==> src/rtl/clk_en_pkg.sv <==
// Shared types and defaults for the clock-enable generator.
// No logic of its own; the helper is pure combinational.
// No flow control.
package clk_en_pkg;

   // Lock state: WAIT while outputs settle, RUN once enables are qualified.
   typedef enum logic {
      WAIT = 1'b0,
      RUN  = 1'b1
   } state_t;

   localparam int DIV_W_DEF       = 8;
   localparam int LOCK_CYCLES_DEF = 16;

   // Divisors 0 and 1 both mean "strobe every cycle".
   // Divisor widths up to 32 bits are supported.
   function automatic logic [31:0] eff_div(input logic [31:0] div);
      return (div <= 32'd1) ? 32'd1 : div;
   endfunction

endpackage

==> src/rtl/clk_en_chan.sv <==
// One enable channel: wrap counter, divisor with staged update, square reference.
// Zero-latency tc/en decode from registers; staged divisor lands on the next terminal count.
// Writes are refused upstream while a value is still pending (pend_o).
module clk_en_chan
   import clk_en_pkg::*;
#(
   parameter int               DIV_W   = DIV_W_DEF,
   parameter logic [DIV_W-1:0] DIV_RST = DIV_W'(4)
) (
   input  logic             clk100,
   input  logic             rst,
   input  logic             sync_i,
   input  logic             accept_i,
   input  logic [DIV_W-1:0] value_i,
   input  logic             locked_i,
   output logic             tc_o,
   output logic             applied_o,
   output logic             en_o,
   output logic             sq_o,
   output logic             pend_o
);

   logic [DIV_W-1:0] cnt_q, cnt_d;
   logic [DIV_W-1:0] div_q, div_d;
   logic [DIV_W-1:0] pval_q, pval_d;
   logic             pend_q, pend_d;
   logic             sq_q, sq_d;
   logic [DIV_W-1:0] d_eff;
   logic             tc;

   assign d_eff = DIV_W'(eff_div(32'(div_q)));
   assign tc    = (cnt_q == (d_eff - DIV_W'(1)));

   assign tc_o      = tc;
   assign applied_o = pend_q & (tc | sync_i);
   assign en_o      = locked_i & tc;
   assign sq_o      = sq_q;
   assign pend_o    = pend_q;

   // Next state: sync realigns everything and flushes the staged divisor;
   // otherwise the staged divisor only lands on a terminal count, so the
   // period in flight always completes at its old length.
   always_comb begin
      cnt_d  = tc ? '0 : cnt_q + DIV_W'(1);
      div_d  = div_q;
      pend_d = pend_q;
      pval_d = pval_q;
      sq_d   = sq_q ^ tc;
      if (sync_i) begin
         cnt_d  = '0;
         sq_d   = 1'b0;
         pend_d = 1'b0;
         if (pend_q) begin
            div_d = pval_q;
         end
      end else if (tc && pend_q) begin
         div_d  = pval_q;
         pend_d = 1'b0;
      end
      // A new write can only be accepted while nothing is pending, so it
      // never collides with an apply; a write alongside sync stays staged.
      if (accept_i) begin
         pend_d = 1'b1;
         pval_d = value_i;
      end
   end

   // Channel registers with synchronous reset to the build-time divisor.
   always_ff @(posedge clk100) begin
      if (rst) begin
         cnt_q  <= '0;
         div_q  <= DIV_RST;
         pval_q <= '0;
         pend_q <= 1'b0;
         sq_q   <= 1'b0;
      end else begin
         cnt_q  <= cnt_d;
         div_q  <= div_d;
         pval_q <= pval_d;
         pend_q <= pend_d;
         sq_q   <= sq_d;
      end
   end

endmodule

==> src/rtl/clk_en_gen.sv <==
// Clock-enable generator: NUM_CH divided strobes plus square references off clk100.
// en is decoded from registers with zero added latency; locked drops for LOCK_CYCLES after any change.
// div_wr_ready falls per channel while a write is staged; out-of-range channels are always ready.
module clk_en_gen
   import clk_en_pkg::*;
#(
   parameter int                      NUM_CH      = 2,
   parameter int                      DIV_W       = DIV_W_DEF,
   parameter logic [NUM_CH*DIV_W-1:0] DIV_INIT    = {8'd2, 8'd4},
   parameter int                      LOCK_CYCLES = LOCK_CYCLES_DEF,
   localparam int                     CH_W        = (NUM_CH > 1) ? $clog2(NUM_CH) : 1
) (
   input  logic              clk100,
   input  logic              rst,
   input  logic              div_wr_valid,
   output logic              div_wr_ready,
   input  logic [CH_W-1:0]   div_wr_ch,
   input  logic [DIV_W-1:0]  div_wr_val,
   input  logic              sync_req,
   output logic [NUM_CH-1:0] en,
   output logic [NUM_CH-1:0] sq,
   output logic              locked
);

   localparam int LC_W = (LOCK_CYCLES > 1) ? $clog2(LOCK_CYCLES) : 1;

   state_t            state_q, state_d;
   logic [LC_W-1:0]   lock_cnt_q, lock_cnt_d;
   logic              locked_q, locked_d;

   logic [NUM_CH-1:0] accept_ch;
   logic [NUM_CH-1:0] tc_w, applied_w, en_w, sq_w, pend_w;
   logic              sel_pend;
   logic              accept;
   logic              relock;
   logic              chan_locked;

   // Ready mux: a channel outside the populated range has nothing pending.
   always_comb begin
      sel_pend = 1'b0;
      for (int i = 0; i < NUM_CH; i++) begin
         if (div_wr_ch == CH_W'(i)) begin
            sel_pend = pend_w[i];
         end
      end
   end

   assign div_wr_ready = ~rst & ~sel_pend;
   assign accept       = div_wr_valid & div_wr_ready;

   // Channel decode of an accepted write; out-of-range writes hit no channel.
   always_comb begin
      accept_ch = '0;
      for (int i = 0; i < NUM_CH; i++) begin
         accept_ch[i] = accept & (div_wr_ch == CH_W'(i));
      end
   end

   // Enables are held off while in reset even if the lock register is still set.
   assign chan_locked = locked_q & ~rst;
   assign relock      = sync_req | (|applied_w);

   for (genvar i = 0; i < NUM_CH; i++) begin : g_ch
      clk_en_chan #(
         .DIV_W   (DIV_W),
         .DIV_RST (DIV_INIT[i*DIV_W +: DIV_W])
      ) u_chan (
         .clk100    (clk100),
         .rst       (rst),
         .sync_i    (sync_req),
         .accept_i  (accept_ch[i]),
         .value_i   (div_wr_val),
         .locked_i  (chan_locked),
         .tc_o      (tc_w[i]),
         .applied_o (applied_w[i]),
         .en_o      (en_w[i]),
         .sq_o      (sq_w[i]),
         .pend_o    (pend_w[i])
      );
   end

   assign en     = en_w;
   assign sq     = sq_w;
   assign locked = locked_q;

   // Lock FSM next state: count out the settle window, restart it on any change.
   always_comb begin
      state_d    = state_q;
      lock_cnt_d = lock_cnt_q;
      locked_d   = locked_q;
      case (state_q)
         WAIT: begin
            if (relock) begin
               lock_cnt_d = '0;
            end else if (lock_cnt_q == LC_W'(LOCK_CYCLES - 1)) begin
               state_d    = RUN;
               locked_d   = 1'b1;
               lock_cnt_d = '0;
            end else begin
               lock_cnt_d = lock_cnt_q + LC_W'(1);
            end
         end
         RUN: begin
            if (relock) begin
               state_d    = WAIT;
               lock_cnt_d = '0;
               locked_d   = 1'b0;
            end
         end
         default: begin
            state_d    = WAIT;
            lock_cnt_d = '0;
            locked_d   = 1'b0;
         end
      endcase
   end

   // Lock FSM registers with synchronous reset.
   always_ff @(posedge clk100) begin
      if (rst) begin
         state_q    <= WAIT;
         lock_cnt_q <= '0;
         locked_q   <= 1'b0;
      end else begin
         state_q    <= state_d;
         lock_cnt_q <= lock_cnt_d;
         locked_q   <= locked_d;
      end
   end

   // Invariant: a strobe only ever appears on a terminal count while locked.
   always_ff @(posedge clk100) begin
      if (!rst) begin
         assert ((en_w & ~(tc_w & {NUM_CH{locked_q}})) == '0);
      end
   end

endmodule

==> config.mk <==
export PLATFORM = sky130hd
export DESIGN_NAME = clk_en_gen
export DESIGN_NICKNAME = d
export VERILOG_FILES = /design/src/rtl/clk_en_pkg.sv /design/src/rtl/clk_en_chan.sv /design/src/rtl/clk_en_gen.sv
export SDC_FILE = /design/constraint.sdc
export NUM_CORES = 1
export LEC_CHECK = 0
export ABC_AREA = 1
export CAP_MARGIN = 20
export CELL_PAD_IN_SITES_DETAIL_PLACEMENT = 1
export CELL_PAD_IN_SITES_GLOBAL_PLACEMENT = 2
export CORE_ASPECT_RATIO = 0.9
export CORE_MARGIN = 4
export CORE_UTILIZATION = 30
export CTS_BUF_LIST = sky130_fd_sc_hd__clkbuf_16
export CTS_CLUSTER_DIAMETER = 30
export DETAILED_ROUTE_END_ITERATION = 10
export MAX_ROUTING_LAYER = met4
export PLACE_DENSITY_LB_ADDON = 0.1
export SLEW_MARGIN = 20
export SYNTH_ARGS = -nofsm -noshare
export SYNTH_HDL_FRONTEND = slang
export SYNTH_SLANG_ARGS = --single-unit
==> constraint.sdc <==
create_clock -name clk100 -period 2.15 [get_ports clk100]
set_input_delay 0.215 -clock clk100 [delete_from_list [all_inputs] [get_ports clk100]]
set_output_delay 0.215 -clock clk100 [all_outputs]
set_load 0.01 [all_outputs]
After elaboration in Yosys (flattened, before gate mapping)
Cells that the tools add are included.
- $lt $le $gt $ge: 2
- div/mod/pow operators: 0
- $mul: 0
- shift operators: 0
- mux-type cells: 27
- $add $sub $neg: 5
- bitwise operators: 18
- eq/ne operators: 8
- reductions and logical operators: 13
- operators by type and width (operator ; count):
    $mux W8 ; 8
    $add A8 B1 Y8 const B ; 2
    $eq A8 B8 Y1 ; 2
    $le A8 B1 Y1 const B ; 2
    $sub A8 B1 Y8 const B ; 2
    $mux W1 ; 13
    $mux W4 ; 3
    $and A1 B1 Y1 ; 9
    $pmux W4 S2 ; 1
    $ne A2 B1 Y1 const B ; 3
    $reduce_bool A3 Y1 ; 2
    $reduce_or A3 Y1 ; 2
    $add A4 B1 Y4 const B ; 1
    $eq A4 B4 Y1 const B ; 1
    $ne A2 B2 Y1 const B ; 2
    $not A1 Y1 ; 4
    $pmux W1 S2 ; 2
    $reduce_and A2 Y1 ; 2
    $reduce_bool A2 Y1 ; 2
    $reduce_or A2 Y1 ; 2
    $or A1 B1 Y1 ; 3
    $reduce_and A3 Y1 ; 1
    $logic_and A1 B1 Y1 ; 2
    $xor A1 B1 Y1 ; 2
- ROM bits: 0
- bits of input ports: 13
- latch bits: 0
- memories kept: 0
- output and inout port bits: 6
- bits in writable memories: 0
- flip-flop bits (word level): 58

Logic depth before layout (Yosys ltp)
Gate-level depths: netlist of run 1.
- word-level depth: 10
- gate-level depth with buffers: 22

Modules after synthesis
Synthesis of run 1 repeated with hierarchy kept, for this count alone.
- cells, all modules: 425
- area total of the unflattened synthesis: 3072.9 µm²
- modules (own cells, without submodules) (module ; cells an instance ; times used ; area each (µm²) ; sequential area each (µm²)):
    clk_en_chan (g_ch[1].u_chan) ; 188 ; 1 ; 1362.6 ; 520.5
    clk_en_chan (g_ch[0].u_chan) ; 188 ; 1 ; 1357.6 ; 520.5
    clk_en_gen ; 49 ; 1 ; 352.8 ; 120.1

Least setup slack after synthesis of run 1
Ideal clock, no wire load.
- kind: register -> register
- start point: reg g_ch[0].u_chan.div_q[2]
- end point: reg g_ch[0].u_chan.div_q[0]
- cell stages (with the launch flop): 21
- path slack: 0.020 ns
- buffers on the path: 1
- arrival: 2.017 ns
- path through: dfxtp_1 -> inv_2 -> nand2_2 -> nor2_1 -> nand2_2 -> nand2_2 -> inv_1 -> ha_1 -> nand2_1 -> nand2_1 -> nand2_1 -> nand2_1 -> nor2_1 -> nand3_1 -> nor2_1 -> nand3_2 -> nand2_1 -> nand2_2 -> buf_6 -> o21ai_1 -> nor2_1
- word-level cells in the longest chain between the ends: 7
- RTL lines (element ; RTL line ; RTL):
    start, declared ; clk_en_chan.sv:24 ; logic [DIV_W-1:0] div_q, div_d;
    start signal, assigned ; clk_en_chan.sv:78 ; div_q <= div_d;
    $le A8 B1 Y1 ; clk_en_pkg.sv:18 ; return (div <= 32'd1) ? 32'd1 : div;
    $mux W8 * ; clk_en_pkg.sv:18 ;
    $sub A8 B1 Y8 * ; clk_en_chan.sv:32 ; assign tc = (cnt_q == (d_eff - DIV_W'(1)));
    $eq A8 B8 Y1 * ; clk_en_chan.sv:32 ;
    $logic_and A1 B1 Y1 * ; clk_en_chan.sv:56 ; end else if (tc && pend_q) begin
    $reduce_bool A2 Y1 (no source line) * ; - ;
    $reduce_and A2 Y1 (no source line) * ; - ;
Mark *: on every way between the ends. The rest lies on a longest branch, timed or not.
A chain may end at the register's enable or synchronous reset.

Final worst setup path of run 1
- start point: reg g_ch[1].u_chan.div_q[5]
- end point: out en[1]
- word-level cells in the longest chain between the ends: 5
- RTL lines (element ; RTL line ; RTL):
    start, declared ; clk_en_chan.sv:24 ;
    start signal, assigned ; clk_en_chan.sv:78 ;
    $le A8 B1 Y1 ; clk_en_pkg.sv:18 ;
    $mux W8 * ; clk_en_pkg.sv:18 ;
    $sub A8 B1 Y8 * ; clk_en_chan.sv:32 ;
    $eq A8 B8 Y1 * ; clk_en_chan.sv:32 ;
    $and A1 B1 Y1 * ; clk_en_chan.sv:36 ; assign en_o = locked_i & tc;
    end, declared ; clk_en_gen.sv:20 ; output logic [NUM_CH-1:0] en,
Marked as above.

==> results of run 1 <==
## worst paths after layout
kind,from,depth (start not counted),endpoint,slack [ns]
worst max-delay path,g_ch[1].u_chan.div_q[5],19,en[1],-0.24
worst min-delay path,g_ch[0].u_chan.pval_q[2],2,g_ch[0].u_chan.div_q[2],0.48
worst max register to register,g_ch[0].u_chan.div_q[7],21,g_ch[0].u_chan.div_q[6],-0.19
worst min register to register,g_ch[0].u_chan.pval_q[2],2,g_ch[0].u_chan.div_q[2],0.48
## layer usage
layer	vias to the layer above	GRT usage, %	routed length [um]
met5	-	-	0
met4	0	4.58	137
met3	16	4.38	331
met2	41	27.1	4230
met1	1386	21.6	4320
li1	1519	-	-
## area by class of cell
cell class	instances	share of cell area [%]
Multi-Input combinational cell	303	41.9
Clock inverter	7	1.00
Clock buffer	9	5.00
Sequential cell	58	26.1
Timing Repair Buffer	91	17.7
Inverter	51	4.92
Tap cell	122	3.39
## power groups by stage
| stage | sequential (uW) | clock, uW | combinational, uW |
|---|---|---|---|
| 2_1_floorplan | 1170 | 0 | 231 |
| 3_3_place_gp | 1170 | 0 | 424 |
| 3_5_place_dp | 1170 | 0 | 429 |
| 4_1_cts | 1160 | 1340 | 542 |
| 5_1_grt | 1170 | 1390 | 683 |
| 6_report | 1160 | 1300 | 623 |
## registers in the layout, summed over array words and instances (netlist names)
signal,cells
g_ch.u_chan.pval_q,16
g_ch.u_chan.sq_o,2
g_ch.u_chan.cnt_q,16
g_ch.u_chan.div_q,16
state_q,1
locked,1
lock_cnt_q,4
g_ch.u_chan.pend_o,2
## metrics by stage
step	setup slack, ns	util (%)	total power (uW)	instances	TNS (ns)
6_report	-0.244	48.7	3090	641	-3.88
5_1_grt	-0.440	48.7	3240	641	-11.44
4_1_cts	-0.281	45.9	3040	635	-3.35
3_5_place_dp	-0.492	38.3	1600	597	-8.83
3_3_place_gp	-0.424	38.3	1590	597	-5.47
2_1_floorplan	0.0198	-	1400	419	0
## worst max-delay path, stage by stage (launching register included)
cell	delay, ns
dfxtp_2	0.32
inv_2	0.06
nand2_2	0.06
nor2_2	0.12
nand2_2	0.09
nand2_4	0.09
inv_4	0.04
ha_4	0.17
inv_2	0.06
nor2_4	0.03
nor2_2	0.09
nand2_1	0.05
nand2_1	0.05
nand2_1	0.05
inv_2	0.05
nand2_2	0.06
nor2_4	0.10
nand2_2	0.08
nor3_2	0.11
buf_2	0.15
## kinds of logic after synthesis
group,Yosys count,synth area share (%)
flip-flops,58,40.3
adder cells (fa/ha/maj),5,2.17
AND/OR/NAND/NOR,229,34.2
buffers and inverters,59,8.64
AO/OA/AOI/OAI,49,8.94
XOR/XNOR,19,5.78
## synth_stat cells (all sizes together)
cell / n / area [um2]
o21ai: 40 / 200
clkbuf: 3 / 11.3
nand4: 9 / 56.3
ha: 5 / 62.6
a22oi: 1 / 7.51
or2: 3 / 18.8
clkinv: 2 / 12.5
nor3: 5 / 25.0
xor2: 13 / 114
and2: 1 / 6.26
xnor2: 6 / 52.6
nand3: 29 / 163
buf: 5 / 41.3
nor2: 106 / 405
dfxtp: 58 / 1160
a21oi: 6 / 30.0
o21bai: 1 / 7.51
a211oi: 1 / 12.5
inv: 49 / 184
nand2: 76 / 310
## repair_timing
item,CTS,global route
endpoints found under the setup margin,43,44
gates cloned,2,0
endpoints found under the hold margin,0,0
setup buffers,21,8
pin swaps,21,33
hold buffers,0,0
resized for setup,94,65
==> flow_summary.toml, run 1 <==
[grt]
grt_pass1_vias = 3091
track_usage_pct = 17.0
antenna_found_initial = 0
grt.overflow.total = 0
grt_pass1_wl_um = 14900
grt_max_degree = 35

[min_path]
hold_path_class = "reg2reg"

[synthesis]
synth.avg_cell_area_um2 = 6.88
synth_fp_nets = 437
ys_types = 30
seq_area_frac_synth_pct = 40.3
synthCells = 419
syn_area_um2 = 2880
synth-seq-cells = 58
ys_warn_count = 0

[placed_design]
io_buffers = 18
placedInstanceArea_um2 = 3540
finalWeightedCongestion = 0.873
dp.final_hpwl_um = 6050

[final_layout]
final_common_cell = "nor2_1"
final_layout_size_suffix_gt1_share_pct = 39.5
area_growth_syn_to_layout_pct = 56.3
final_area_um2 = 4500
fillers = 1149
seq_area_um2 = 1170
diodes = 0
nNetsFinal = 532
layout_common_cells = "nor2_1, buf_4, nand2_1"
multi_input_comb_area_um2 = 1890

[pwr]
powerDensity_nw_per_um2 = 685
p_clk_share_pct = 42.1
internal_power_uw = 2190
p_leak_uw = 0.00194
combPwrFrac_pct = 20.2
vdd_drop_max_v = 0.000385
pwr-share-seq_pct = 37.7
switching_share_pct = 28.9
switchingPower_uw = 893

[clock_tree]
clkTransAtPathRegs_ns = 0.05
clockRootBuffer = "clkbuf_16"
htreeDepth = 3
cts_tree = "yes"
clk_latency_ns = 0.33
cts_made_buffers = 9
ctsLongestPathBuffers = 2
clock_sinks = 58

[floorplan]
fp.dieArea_um2 = 11200
pin_count = 19
rows = 33
core_area_um2 = 9250
fp.dieH_um = 101
die_w_um = 111
start_util_pct = 31.2

[critical_path]
crit_type = "reg2out"
cp.arrival_ns = 2.18
crit_fanout = 5
cp.required_ns = 1.93
start_kind = "flip-flop"
crit_path_end_kind = "output pin"

[sta]
rsz0062_at_grt = "true"
finalCriticalPeriod_ns = 2.39
drv_slew = 0
tightest_slew_ns = 0.977
finalSetupViolations = 33
max_freq_mhz = 418
fin_crit_sh_pct = 111
slew_headroom_pct = 34.6
clock_skew_ns = 0.00699
hold_violations = 0
whs_ns = 0.477
fin_ws_ns = -0.244

[route]
routedWlPerCell_um = 14.1
drt_drc_violations_left = 0
ant_nets = 0
routed_wl_um = 9030
first_pass_iters = 4
vias_per_cell = 4.62
drt_iter0_drc = 51
vias = 2962

[run]
drv_cap = 0

[status]
violations = "setup timing"
status = "finished, violations left"
Note: power is estimated with default switching activity, not from simulation.
==> run 2: changes to the inputs <==
CORE_MARGIN = 5   (was 4)
SETUP_SLACK_MARGIN = 0.3   (was unset)
==> flow_summary.toml, run 2 (synthesis results as in run 1) <==
[final_layout]
seq_area_um2 = 1180
fillers = 1187
diodes = 0
top_regs = "g_ch.u_chan.cnt_q: 16 flops, g_ch.u_chan.div_q: 16 flops, g_ch.u_chan.pval_q: 16 flops"
multi_input_comb_area_um2 = 1870
final_common_cell = "nor2_1"
final_layout_size_suffix_gt1_share_pct = 37.9
nNetsFinal = 531
area_growth_syn_to_layout_pct = 54.2
layout_common_cells = "nor2_1, buf_4, nand2_1"
final_area_um2 = 4440

[placed_design]
finalWeightedCongestion = 0.812
dp.final_hpwl_um = 6380
io_buffers = 18
placedInstanceArea_um2 = 3550
dpl_worst_slack_ns = -0.435

[status]
violations = "setup timing"
status = "finished, violations left"

[sta]
drv_slew = 0
fin_crit_sh_pct = 117
clock_skew_ns = 0.00677
tightest_slew_ns = 0.671
rsz0062_at_grt = "true"
tns_ns = -4.73
hold_violations = 0
finalCriticalPeriod_ns = 2.52
whs_ns = 0.458
finalSetupViolations = 38
slew_headroom_pct = 55.1
fin_ws_ns = -0.371
max_freq_mhz = 397

[pwr]
combPwrFrac_pct = 20.7
switchingPower_uw = 913
pwr-share-seq_pct = 37.3
switching_share_pct = 29.3
vdd_drop_max_v = 0.000285
p_total_uw = 3120
p_leak_uw = 0.00192
internal_power_uw = 2210
powerDensity_nw_per_um2 = 702
p_clk_share_pct = 41.9

[min_path]
hold_path_class = "reg2reg"

[critical_path]
start_kind = "flip-flop"
crit_type = "reg2out"
cp.arrival_ns = 2.31
crit_path_end_kind = "output pin"
cp.required_ns = 1.93
crit_fanout = 4

[clock_tree]
htreeDepth = 3
clockRootBuffer = "clkbuf_16"
ctsLongestPathBuffers = 2
clk_latency_ns = 0.33
cts_made_buffers = 9
cts_tree = "yes"
cts.hold.buffers_added = 0
clock_sinks = 58
clkTransAtPathRegs_ns = 0.06

[floorplan]
core_area_um2 = 9530
pin_count = 19
fp.dieArea_um2 = 11700
start_util_pct = 30.2
fp.dieH_um = 103
rows = 34
die_w_um = 113

[grt]
track_usage_pct = 16.9
grt_pass1_vias = 3077
grt.overflow.total = 0
grt_pass1_wl_um = 15000
antenna_found_initial = 0
grt_max_degree = 32

[route]
vias_per_cell = 4.63
drt_iter0_drc = 41
ant_nets = 0
first_pass_iters = 4
drt_drc_violations_left = 0
routedWlPerCell_um = 14.6
routed_wl_um = 9390
vias = 2977

[run]
drv_cap = 0
-- run 2: cell count changes in the layout (fill, tap and decap cells not counted), moves of 2 or more --
cell / delta
a21oi_2: -3
buf_6: +7
inv_4: -2
buf_4: -6
o21ai_2: -3
a21oi_1: +4
o21ai_1: +2
nor2_1: -2
nor2_4: +2
inv_2: +3
buf_12: -2
nand2_1: +5
nand2_2: -5
-- run 2: worst max-delay path: stages (launching register included) --
cell and delay, ns:
dfxtp_2 0.33, nor2_4 0.13, nand2_2 0.09, inv_2 0.08
nand2_2 0.06, nand2_2 0.08, inv_2 0.05, ha_4 0.17
inv_2 0.06, nand2_2 0.06, nand3_2 0.07, nand2_1 0.06
nor2_1 0.10, nand3_1 0.08, nor2_1 0.11, nand3_2 0.11
nor3_2 0.15, buf_2 0.17
-- run 2: path summary, 6_finish.rpt --
check / start / to / slack, ns / cells past startpoint
worst max-delay path: g_ch[0].u_chan.div_q[5] / en[0] / -0.37 / 17
worst min-delay path: g_ch[1].u_chan.sq_o / g_ch[1].u_chan.sq_o / 0.46 / 1
worst max register to register: g_ch[0].u_chan.div_q[5] / lock_cnt_q[1] / -0.27 / 21
worst min register to register: g_ch[1].u_chan.sq_o / g_ch[1].u_chan.sq_o / 0.46 / 1
-- run 2: power groups by stage --
stage          logic [uW]  registers, uW  clock network [uW]
2_1_floorplan         241           1170                   0
3_3_place_gp          421           1170                   0
3_5_place_dp          431           1170                   0
4_1_cts               528           1160                1330
5_1_grt               705           1170                1380
6_report              646           1160                1310
-- run 2: final cells by class --
| type | instances | share of cell area, % |
|---|---|---|
| inverter | 51 | 4.76 |
| multi-input combinational | 304 | 42.0 |
| clock buffer | 9 | 5.07 |
| sequential | 58 | 26.5 |
| clock inverter | 6 | 0.986 |
| tap | 126 | 3.55 |
| timing repair buffer | 89 | 17.2 |
-- run 2: per-layer routing --
| metal | part of all wire (%) | track usage, % |
|---|---|---|
| met5 | 0 | - |
| met4 | 2.2 | 5.55 |
| met3 | 2.3 | 3.46 |
| met2 | 48 | 27.4 |
| met1 | 47 | 21.2 |
-- run 2: timing repair --
| action | CTS | global route |
|---|---|---|
| endpoints found under the setup margin | 45 | 49 |
| cloned | 2 | 0 |
| hold endpoints to repair | 0 | 0 |
| buffers inserted | 18 | 7 |
| pin swaps | 21 | 34 |
| gates resized for setup | 63 | 72 |
-- run 2: metrics by stage --
step | util, % | instances
floorplan | - | 419
global placement | 37.2 | 601
detailed placement | 37.2 | 601
CTS | 43.2 | 636
global route | 46.6 | 643
finish | 46.6 | 643
